`src/rtl/bpmc_mux_arb.sv`:
```
// Two-requester frame arbiter and sequencer for the BPMC bit-serial mux pipeline.
// Define BPMC_ARB_RR_EN for round-robin tie-breaking; otherwise req0 has fixed priority.
`timescale 1ns/1ps

module bpmc_mux_arb #(
    parameter int FRAME_LEN = 16,
    parameter int PIPE_LAT  = 4
) (
    input  logic clk,
    input  logic rst,
    input  logic req0,
    input  logic req1,
    input  logic dat0,
    input  logic dat1,
    output logic gnt0,
    output logic gnt1,
    output logic sel_out,
    output logic din_out,
    output logic out_valid,
    output logic out_owner,
    output logic frame_done,
    output logic busy
);

    localparam int BW = (FRAME_LEN > 1) ? $clog2(FRAME_LEN) : 1;
    localparam int FW = $clog2(PIPE_LAT + 1);
    localparam logic [BW-1:0] BEAT_LAST  = BW'(FRAME_LEN - 1);
    localparam logic [FW-1:0] FLUSH_LAST = FW'(PIPE_LAT - 1);

    typedef enum logic [1:0] {
        IDLE   = 2'd0,
        STREAM = 2'd1,
        FLUSH  = 2'd2
    } state_t;

    state_t        state;
    state_t        state_nxt;
    logic [BW-1:0] beat;
    logic [FW-1:0] fcnt;
    logic          owner;
    logic          win;
    logic          any_req;
    logic          last_out;
    logic          owner_out;
    logic [PIPE_LAT-1:0] pv;
    logic [PIPE_LAT-1:0] po;
    logic [PIPE_LAT-1:0] pl;

    assign any_req = req0 | req1;

`ifdef BPMC_ARB_RR_EN
    logic rr_ptr;

    always_comb begin
        win = req1 & ~req0;
        if (req0 && req1) win = rr_ptr;
    end

    // Pointer always moves to the requester that did not just win.
    always_ff @(posedge clk) begin
        if (rst) rr_ptr <= 1'b0;
        else if (state == IDLE && any_req) rr_ptr <= ~win;
    end
`else
    assign win = ~req0;
`endif

    always_ff @(posedge clk) begin
        if (rst) state <= IDLE;
        else     state <= state_nxt;
    end

    always_comb begin
        state_nxt = state;
        unique case (state)
            IDLE:    if (any_req) state_nxt = STREAM;
            STREAM:  if (beat == BEAT_LAST) state_nxt = FLUSH;
            FLUSH:   if (fcnt == FLUSH_LAST) state_nxt = IDLE;
            default: state_nxt = IDLE;
        endcase
    end

    always_comb begin
        gnt0 = 1'b0;
        gnt1 = 1'b0;
        busy = (state != IDLE);
        if (state == STREAM) begin
            gnt0 = ~owner;
            gnt1 = owner;
        end
    end

    always_ff @(posedge clk) begin
        if (rst) begin
            beat      <= '0;
            fcnt      <= '0;
            owner     <= 1'b0;
            sel_out   <= 1'b0;
            din_out   <= 1'b0;
            last_out  <= 1'b0;
            owner_out <= 1'b0;
            pv        <= '0;
            po        <= '0;
            pl        <= '0;
        end else begin
            beat <= (state == STREAM) ? beat + 1'b1 : '0;
            fcnt <= (state == FLUSH) ? fcnt + 1'b1 : '0;
            if (state == IDLE && any_req) owner <= win;
            sel_out   <= (state == STREAM);
            din_out   <= (state == STREAM) & (owner ? dat1 : dat0);
            last_out  <= (state == STREAM) & (beat == BEAT_LAST);
            owner_out <= (state == STREAM) & owner;
            // Tracking line mirrors the mux pipeline depth.
            pv[0] <= sel_out;
            po[0] <= owner_out;
            pl[0] <= last_out;
            for (int i = 1; i < PIPE_LAT; i++) begin
                pv[i] <= pv[i-1];
                po[i] <= po[i-1];
                pl[i] <= pl[i-1];
            end
        end
    end

    assign out_valid  = pv[PIPE_LAT-1];
    assign out_owner  = po[PIPE_LAT-1];
    assign frame_done = pv[PIPE_LAT-1] & pl[PIPE_LAT-1];

endmodule

```
`config.mk`:
```
export PLATFORM = sky130hd
export DESIGN_NAME = bpmc_mux_arb
export DESIGN_NICKNAME = d
export VERILOG_FILES = /design/src/rtl/bpmc_mux_arb.sv
export SDC_FILE = /design/constraint.sdc
export NUM_CORES = 1
export LEC_CHECK = 0
export ABC_AREA = 1
export CORE_MARGIN = 2
export CORE_UTILIZATION = 54
export DETAILED_ROUTE_END_ITERATION = 16
export PLACE_DENSITY = 0.8
export SYNTH_ARGS = -nofsm -noshare
export SYNTH_HDL_FRONTEND = slang
export SYNTH_SLANG_ARGS = --single-unit
```
`constraint.sdc`:
```
create_clock -name clk -period 2.01 [get_ports clk]
set_clock_uncertainty 0.1 [all_clocks]
set_input_delay 0.402 -clock clk [delete_from_list [all_inputs] [get_ports clk]]
set_output_delay 0.402 -clock clk [all_outputs]
set_load 0.01 [all_outputs]
```
==> flow_metrics.env, run 1 <==
export IMPL_ant_nets_after_route=0
export IMPL_setup_viol=0
export IMPL_max_clock_freq_mhz=516
export IMPL_synth_area_top_cells="sky130_fd_sc_hd__dfxtp_1 (57%), sky130_fd_sc_hd__nor2_1 (12%), sky130_fd_sc_hd__inv_1 (9.5%), sky130_fd_sc_hd__nand2_1 (5.0%), sky130_fd_sc_hd__ha_1 (4.1%)"
export IMPL_post_synthesis_mean_instance_area_um2=8.31
export IMPL_drt_first_pass_iters=3
export IMPL_fp_row_count=14
export IMPL_io_pins=14
export IMPL_status="completed"
export IMPL_antenna_cells_inserted=0
export IMPL_track_usage_pct=15.2
export IMPL_totalNegativeSetupSlack_ns=0
export IMPL_holdCritPathClass="reg -> reg"
export IMPL_synth_edff_count=0
export IMPL_synthesis_area_um2=906
export IMPL_worstHoldEndpoint="po[2]$_SDFF_PP0_"
export IMPL_gr_total_overflow=0
export IMPL_grt_met3_usage_pct=4.00
export IMPL_rsz0062_at_grt="false"
export IMPL_dr_total_vias=627
export IMPL_synth_cell_type_count=18
export IMPL_detail_route_drc_violations=0
export IMPL_cp_data_arrival_time_ns=1.44
export IMPL_timing_rr_end="state[1]$_SDFFE_PP0P_"
export IMPL_final_instance_count_excl_fill=141
export IMPL_timing_rr_start="beat[0]$_SDFF_PP0_"
export IMPL_antenna_found_initial=0
export IMPL_die_width_um=45.0
export IMPL_post_synth_most_frequent_cells="sky130_fd_sc_hd__nor2_1 (28), sky130_fd_sc_hd__dfxtp_1 (26), sky130_fd_sc_hd__inv_1 (23)"
export IMPL_synth_flop_cell="sky130_fd_sc_hd__dfxtp_1"
export IMPL_synth_seq_area_share_pct=57.5
export IMPL_post_synth_top_area_fraction_pct=57.5
export IMPL_timing_final_crit_share_pct=96.4
export IMPL_post_dp_hpwl_um=996
export IMPL_drive_gt1_share_pct=12.0
export IMPL_r2r_slack_ns=0.88
export IMPL_grt_start_max_net_pins=15
export IMPL_finish_net_count=135
export IMPL_numCtsBuffers=3
export IMPL_min_from="po[1]$_SDFF_PP0_"
export IMPL_netlist_top_cell_by_area="sky130_fd_sc_hd__dfxtp_1"
export IMPL_worstPathRequired_ns=1.51
export IMPL_slew_headroom_pct=80.8
export IMPL_wl_mm=1.26
export IMPL_average_vias_per_placed_instance=4.45
export IMPL_postCtsResizedCells=0
export IMPL_placedCellCount=137
export IMPL_worst_supply_voltage_drop_on_vdd_v=0.000504
export IMPL_post_cts_hold_buffer_count=0
export IMPL_synthToLayoutAreaGrowth_pct=19.8
export IMPL_hold_path_cell_count=2
export IMPL_cts_post_setup_buffers_inserted=0
export IMPL_tritoncts_clock_tree="built"
export IMPL_clock_tree_root_cell="sky130_fd_sc_hd__clkbuf_4"
export IMPL_endpoint_kind="primary output"
export IMPL_synth_ff_latch_count=26
export IMPL_worst_setup_path_type="reg -> out"
export IMPL_initial_core_utilization_pct=58.8
export IMPL_timing_final_hold_violations=0
export IMPL_cts_htree_levels=1
export IMPL_sinks_on_clock_net=26
export IMPL_worst_r2r_path_depth=5
export IMPL_grt_pass1_vias=577
export IMPL_die_y_um=45.0
export IMPL_tightest_slew_ns=0.288
export IMPL_post_drt_wl_per_cell_um=8.94
export IMPL_path_max_fanout=4
export IMPL_postSynth_asyncResetShare_pct=0
export IMPL_maxSlewViolCount=0
export IMPL_yosysWarningCount=0
export IMPL_max_cap_viol_count=0
export IMPL_use_met1_pct=20.3
export IMPL_syn_instance_count=109
export IMPL_p_per_area_nw_per_um2=785
export IMPL_holdWs_ns=0.311
export IMPL_final_weighted_congestion_in_routability_driven_placement=0.697
export IMPL_clkLatencyLatePin_ns=0.31
export IMPL_grt_pass1_wl_mm=2.26
export IMPL_net_count_after_synthesis=118
export IMPL_core_region_area_um2=1540
export IMPL_clkTransAtPathRegs_ns=0.13
export IMPL_p_leak_nw=0.477
export IMPL_synthMostInstantiatedCell="sky130_fd_sc_hd__nor2_1"
export IMPL_die_outline_area_um2=2020
export IMPL_time_the_worst_path_needs_with_i_o_delays_and_setup_ns=1.94
export IMPL_groute_layer_met2_usage_pct=23.1
export IMPL_setup_worst_path_start_class="flip-flop"
export IMPL_buffer_ports_inserted=13
export IMPL_clock_tree_buffer_depth=2
export IMPL_drt_iter0_drc=5
export IMPL_gr_max_usage_layer="met2"
sequential cells by signal, summed over array words and instances (netlist names):
signal / flops
beat: 4
pl: 4
po: 4
pv: 4
fcnt: 3
state: 2
din_out: 1
last_out: 1
owner: 1
owner_out: 1
sel_out: 1
report_power, final:
group           total, W  leakage [nW]  switching, W  internal, W
sequential      0.000534         0.211    0.00000724     0.000527
clock           0.000247        0.0210      0.000136     0.000110
combinational  0.0000703         0.245     0.0000363    0.0000340
final cells by class:
type / instances / area, um^2
fill: 134 / 457
timing repair buffer: 14 / 138
multi-input combinational: 55 / 272
sequential: 26 / 522
tap: 16 / 20.0
clock buffer: 4 / 36.3
inverter: 26 / 97.6
cells by family after synthesis:
group / Yosys count / share of synthesized area (%)
buffers and inverters: 28 / 12.6
AND/OR/NAND/NOR: 48 / 23.2
adder cells (fa/ha/maj): 3 / 4.14
AO/OA/AOI/OAI: 4 / 2.62
flip-flops: 26 / 57.5
worst max-delay path: stages, from the launching register on:
cell	delay, ns
sky130_fd_sc_hd__dfxtp_1	0.36
sky130_fd_sc_hd__inv_2	0.07
sky130_fd_sc_hd__nand2_2	0.07
sky130_fd_sc_hd__nor2_1	0.10
sky130_fd_sc_hd__clkdlybuf4s50_1	0.54
routing by layer:
metal  wire (um)  vias to the layer above
met4           0                        0
met5           0                        -
met3          66                        0
met1         620                      267
met2         574                       15
li1            -                      345
layout by cell type (no fill, tap or decap), drive strengths merged:
cell type | Yosys | layout
clkdlybuf4s50 | 0 | 13
clkbuf | 0 | 4
dfxtp | 26 | 26
a21oi | 3 | 3
nor3 | 1 | 1
nor2 | 29 | 29
nand3 | 3 | 3
ha | 3 | 3
nand2 | 14 | 14
o21ai | 1 | 1
inv | 26 | 26
buf | 2 | 1
nand4 | 1 | 1
worst max path at each step:
stage | to | from | cells past startpoint | slack [ns]
after floorplan | gnt0 | state[1]$_SDFFE_PP0P_ | 3 | 0.90
after global placement | gnt1 | owner$_SDFFE_PP0P_ | 3 | 0.43
after detailed placement | gnt1 | state[1]$_SDFFE_PP0P_ | 4 | 0.42
after CTS | gnt0 | state[1]$_SDFFE_PP0P_ | 4 | 0.06
after global routing | gnt0 | state[1]$_SDFFE_PP0P_ | 4 | 0.02
final | gnt0 | state[1]$_SDFFE_PP0P_ | 4 | 0.07
through the flow:
| stage | worst slack (ns) | cell area (um^2) | power, W | utilization, % |
|---|---|---|---|---|
| after floorplan | 0.897 | 906 | 0.000585 | - |
| after global placement | 0.435 | 1050 | 0.000614 | 67.9 |
| after detailed placement | 0.422 | 1050 | 0.000616 | 67.9 |
| after CTS | 0.0576 | 1080 | 0.000857 | 70.3 |
| after global routing | 0.0194 | 1080 | 0.000887 | 70.4 |
| final | 0.0714 | 1080 | 0.000851 | 70.4 |
Power figures use the tool's default switching activity.
==> run 2, diff against run 1 <==
--- a/config.mk
+++ b/config.mk
@@ -9,6 +9,7 @@
 export CORE_MARGIN = 2
 export CORE_UTILIZATION = 54
 export DETAILED_ROUTE_END_ITERATION = 16
+export HOLD_SLACK_MARGIN = 0.08
 export PLACE_DENSITY = 0.8
 export SYNTH_ARGS = -nofsm -noshare
 export SYNTH_HDL_FRONTEND = slang
==> results of run 2 <==
Same layout as run 1: the final DEF is identical, and so are final timing and power.
==> run 3, diff against run 2 <==
--- a/config.mk
+++ b/config.mk
@@ -9,6 +9,7 @@
 export CORE_MARGIN = 2
 export CORE_UTILIZATION = 54
 export DETAILED_ROUTE_END_ITERATION = 16
+export GPL_ROUTABILITY_DRIVEN = 0
 export HOLD_SLACK_MARGIN = 0.08
 export PLACE_DENSITY = 0.8
 export SYNTH_ARGS = -nofsm -noshare
==> constraint.sdc (replaced) <==
create_clock -name clk -period 2.01 [get_ports clk]
set_clock_uncertainty 0.1 [all_clocks]
set_input_delay 0.402 -clock clk [delete_from_list [all_inputs] [get_ports clk]]
set_output_delay 0.402 -clock clk [all_outputs]
set_load 0.005 [all_outputs]
==> run 3 against run 2 <==
  * Worst setup slack improved by 0.033 ns
  * Register-to-register slack worse by 0.02 ns
  * Cell count fell by 0.71%
  * Non-clock buffer count unchanged
  * Critical path type unchanged
  * Largest cell class unchanged
==> flow_metrics.env, run 3 (synthesis gave the netlist of run 1 again) <==
export IMPL_finalInstanceArea_um2=1070
export IMPL_detail_route_drc_violations=0
export IMPL_p_clk_share_pct=24.8
export IMPL_timing_final_crit_share_pct=94.8
export IMPL_die_width_um=45.0
export IMPL_highest_layer="met4"
export IMPL_met2_routed_length_um=698
export IMPL_critPathLaunch="state[1]$_SDFFE_PP0P_"
export IMPL_average_vias_per_placed_instance=4.76
export IMPL_ant_nets_after_route=0
export IMPL_post_dp_cell_area_um2=1050
export IMPL_path_max_fanout=4
export IMPL_numCtsBuffers=3
export IMPL_setup_worst_path_end="gnt1"
export IMPL_track_usage_pct=17.0
export IMPL_final_instance_count_excl_fill=140
export IMPL_worst_supply_voltage_drop_on_vdd_v=0.000466
export IMPL_rsz0062_at_grt="false"
export IMPL_status="completed"
export IMPL_layout_fillers=135
export IMPL_drt_first_pass_iters=4
export IMPL_holdCritPathClass="reg -> reg"
export IMPL_setup_worst_path_start_class="flip-flop"
export IMPL_antenna_cells_inserted=0
export IMPL_most_common_layout_cells="sky130_fd_sc_hd__nor2_1 (28), sky130_fd_sc_hd__dfxtp_1 (25), sky130_fd_sc_hd__inv_1 (23)"
export IMPL_worstPathRequired_ns=1.51
export IMPL_cts_post_setup_buffers_inserted=0
export IMPL_net_switching_power_w=0.000170
export IMPL_max_cap_viol_count=0
export IMPL_fp_row_count=14
export IMPL_worst_r2r_path_depth=5
export IMPL_clkTransAtPathRegs_ns=0.12
export IMPL_seq_power_share_pct=66.8
export IMPL_wl_met3_um=66
export IMPL_die_y_um=45.0
export IMPL_clock_tree_root_cell="sky130_fd_sc_hd__clkbuf_4"
export IMPL_placedCellCount=137
export IMPL_time_the_worst_path_needs_with_i_o_delays_and_setup_ns=1.91
export IMPL_max_clock_freq_mhz=525
export IMPL_grt_pass1_vias=577
export IMPL_clock_tree_buffer_depth=2
export IMPL_finish_net_count=135
export IMPL_tritoncts_clock_tree="built"
export IMPL_swShare_pct=21.3
export IMPL_grt_pass1_wl_mm=2.42
export IMPL_setup_viol=0
export IMPL_buffer_ports_inserted=13
export IMPL_sinks_on_clock_net=26
export IMPL_p_leak_nw=0.484
export IMPL_synthToLayoutAreaGrowth_pct=18.5
export IMPL_timing_final_hold_violations=0
export IMPL_grt_start_max_net_pins=14
export IMPL_r2r_slack_ns=0.86
export IMPL_totalNegativeSetupSlack_ns=0
export IMPL_drt_iter0_drc=17
export IMPL_totalPowerFinal_w=0.000799
export IMPL_core_region_area_um2=1540
export IMPL_tightest_slew_ns=0.294
export IMPL_combinationalPowerShare_pct=8.5
export IMPL_initial_core_utilization_pct=58.8
export IMPL_gr_total_overflow=0
export IMPL_clkLatencyLatePin_ns=0.30
export IMPL_slew_headroom_pct=80.3
export IMPL_cts_htree_levels=1
export IMPL_io_pins=14
export IMPL_p_int_w=0.000629
export IMPL_post_drt_wl_per_cell_um=10.0
export IMPL_wl_met1_um=616
export IMPL_maxSlewViolCount=0
export IMPL_worst_setup_path_type="reg -> out"
export IMPL_die_outline_area_um2=2020
export IMPL_place_worst_setup_slack_ns=0.409
export IMPL_most_common_library_cell_in_the_layout_ignoring_fill_and_taps="sky130_fd_sc_hd__nor2_1"
export IMPL_timing_rr_end="state[1]$_SDFFE_PP0P_"
export IMPL_dr_total_vias=666
export IMPL_post_cts_hold_buffer_count=0
export IMPL_wl_mm=1.40
export IMPL_antenna_found_initial=0
export IMPL_worst_slack_ns=0.105
export IMPL_cp_data_arrival_time_ns=1.40
export IMPL_endpoint_kind="primary output"
export IMPL_p_per_area_nw_per_um2=744
export IMPL_timing_rr_start="fcnt[0]$_SDFF_PP0_"
export IMPL_drive_gt1_share_pct=11.3
export IMPL_post_dp_hpwl_mm=1.07
## run 3: cell types whose count changed in the layout (fill, tap and decap cells not counted), sizes merged
cell	before	now
clkbuf	4	3
clkdlybuf4s50	13	12
dlymetal6s2s	0	1
## run 3: repair_timing
action                                  4_1_cts  5_1_grt
endpoints found under the hold margin         0        0
resized for setup                             0        2
endpoints found under the setup margin        0        2
## run 3: power groups by stage
| stage | logic [W] | clock network (W) | registers [W] |
|---|---|---|---|
| floorplan | 0.0000374 | 0 | 0.000544 |
| global placement | 0.0000669 | 0 | 0.000545 |
| detailed placement | 0.0000679 | 0 | 0.000545 |
| CTS | 0.0000687 | 0.000207 | 0.000534 |
| global route | 0.0000761 | 0.000234 | 0.000535 |
| finish | 0.0000676 | 0.000198 | 0.000534 |
## run 3: critical path, cell delays in order, from the launching register on
cell,delay (ns)
sky130_fd_sc_hd__dfxtp_2,0.36
sky130_fd_sc_hd__inv_2,0.06
sky130_fd_sc_hd__nand2_2,0.08
sky130_fd_sc_hd__nor2_1,0.10
sky130_fd_sc_hd__clkdlybuf4s50_1,0.50
## run 3: routing by layer
metal,global-route usage (%),up-vias
met4,7.06,0
met2,28.9,21
met1,20.7,296
met3,3.60,4
met5,0,-
li1,-,345
## run 3: how the worst min path moves through the flow
| stage | from | to | cells past startpoint |
|---|---|---|---|
| 3_5_place_dp | pl[2]$_SDFF_PP0_ | pl[3]$_SDFF_PP0_ | 2 |
| 6_report | pl[2]$_SDFF_PP0_ | pl[3]$_SDFF_PP0_ | 2 |
| 3_3_place_gp | po[1]$_SDFF_PP0_ | po[2]$_SDFF_PP0_ | 2 |
| 5_1_grt | last_out$_SDFF_PP0_ | pl[0]$_SDFF_PP0_ | 2 |
| 4_1_cts | pl[2]$_SDFF_PP0_ | pl[3]$_SDFF_PP0_ | 2 |
| 2_1_floorplan | last_out$_SDFF_PP0_ | pl[0]$_SDFF_PP0_ | 2 |
## run 3: area by class of cell
type,count,area (um^2),area share (%)
tap,16,20.0,1.86
sequential,26,522,48.6
inverter,26,97.6,9.09
clock buffer,3,22.5,2.10
timing repair buffer,14,140,13.1
multi-input combinational,55,272,25.3
## run 3: stage by stage
step / util [%] / hold slack [ns]
4_1_cts: 69.4 / 0.314
3_5_place_dp: 67.9 / 0.296
2_1_floorplan: - / 0.288
6_report: 69.6 / 0.310
5_1_grt: 69.6 / 0.333
3_3_place_gp: 67.9 / 0.289
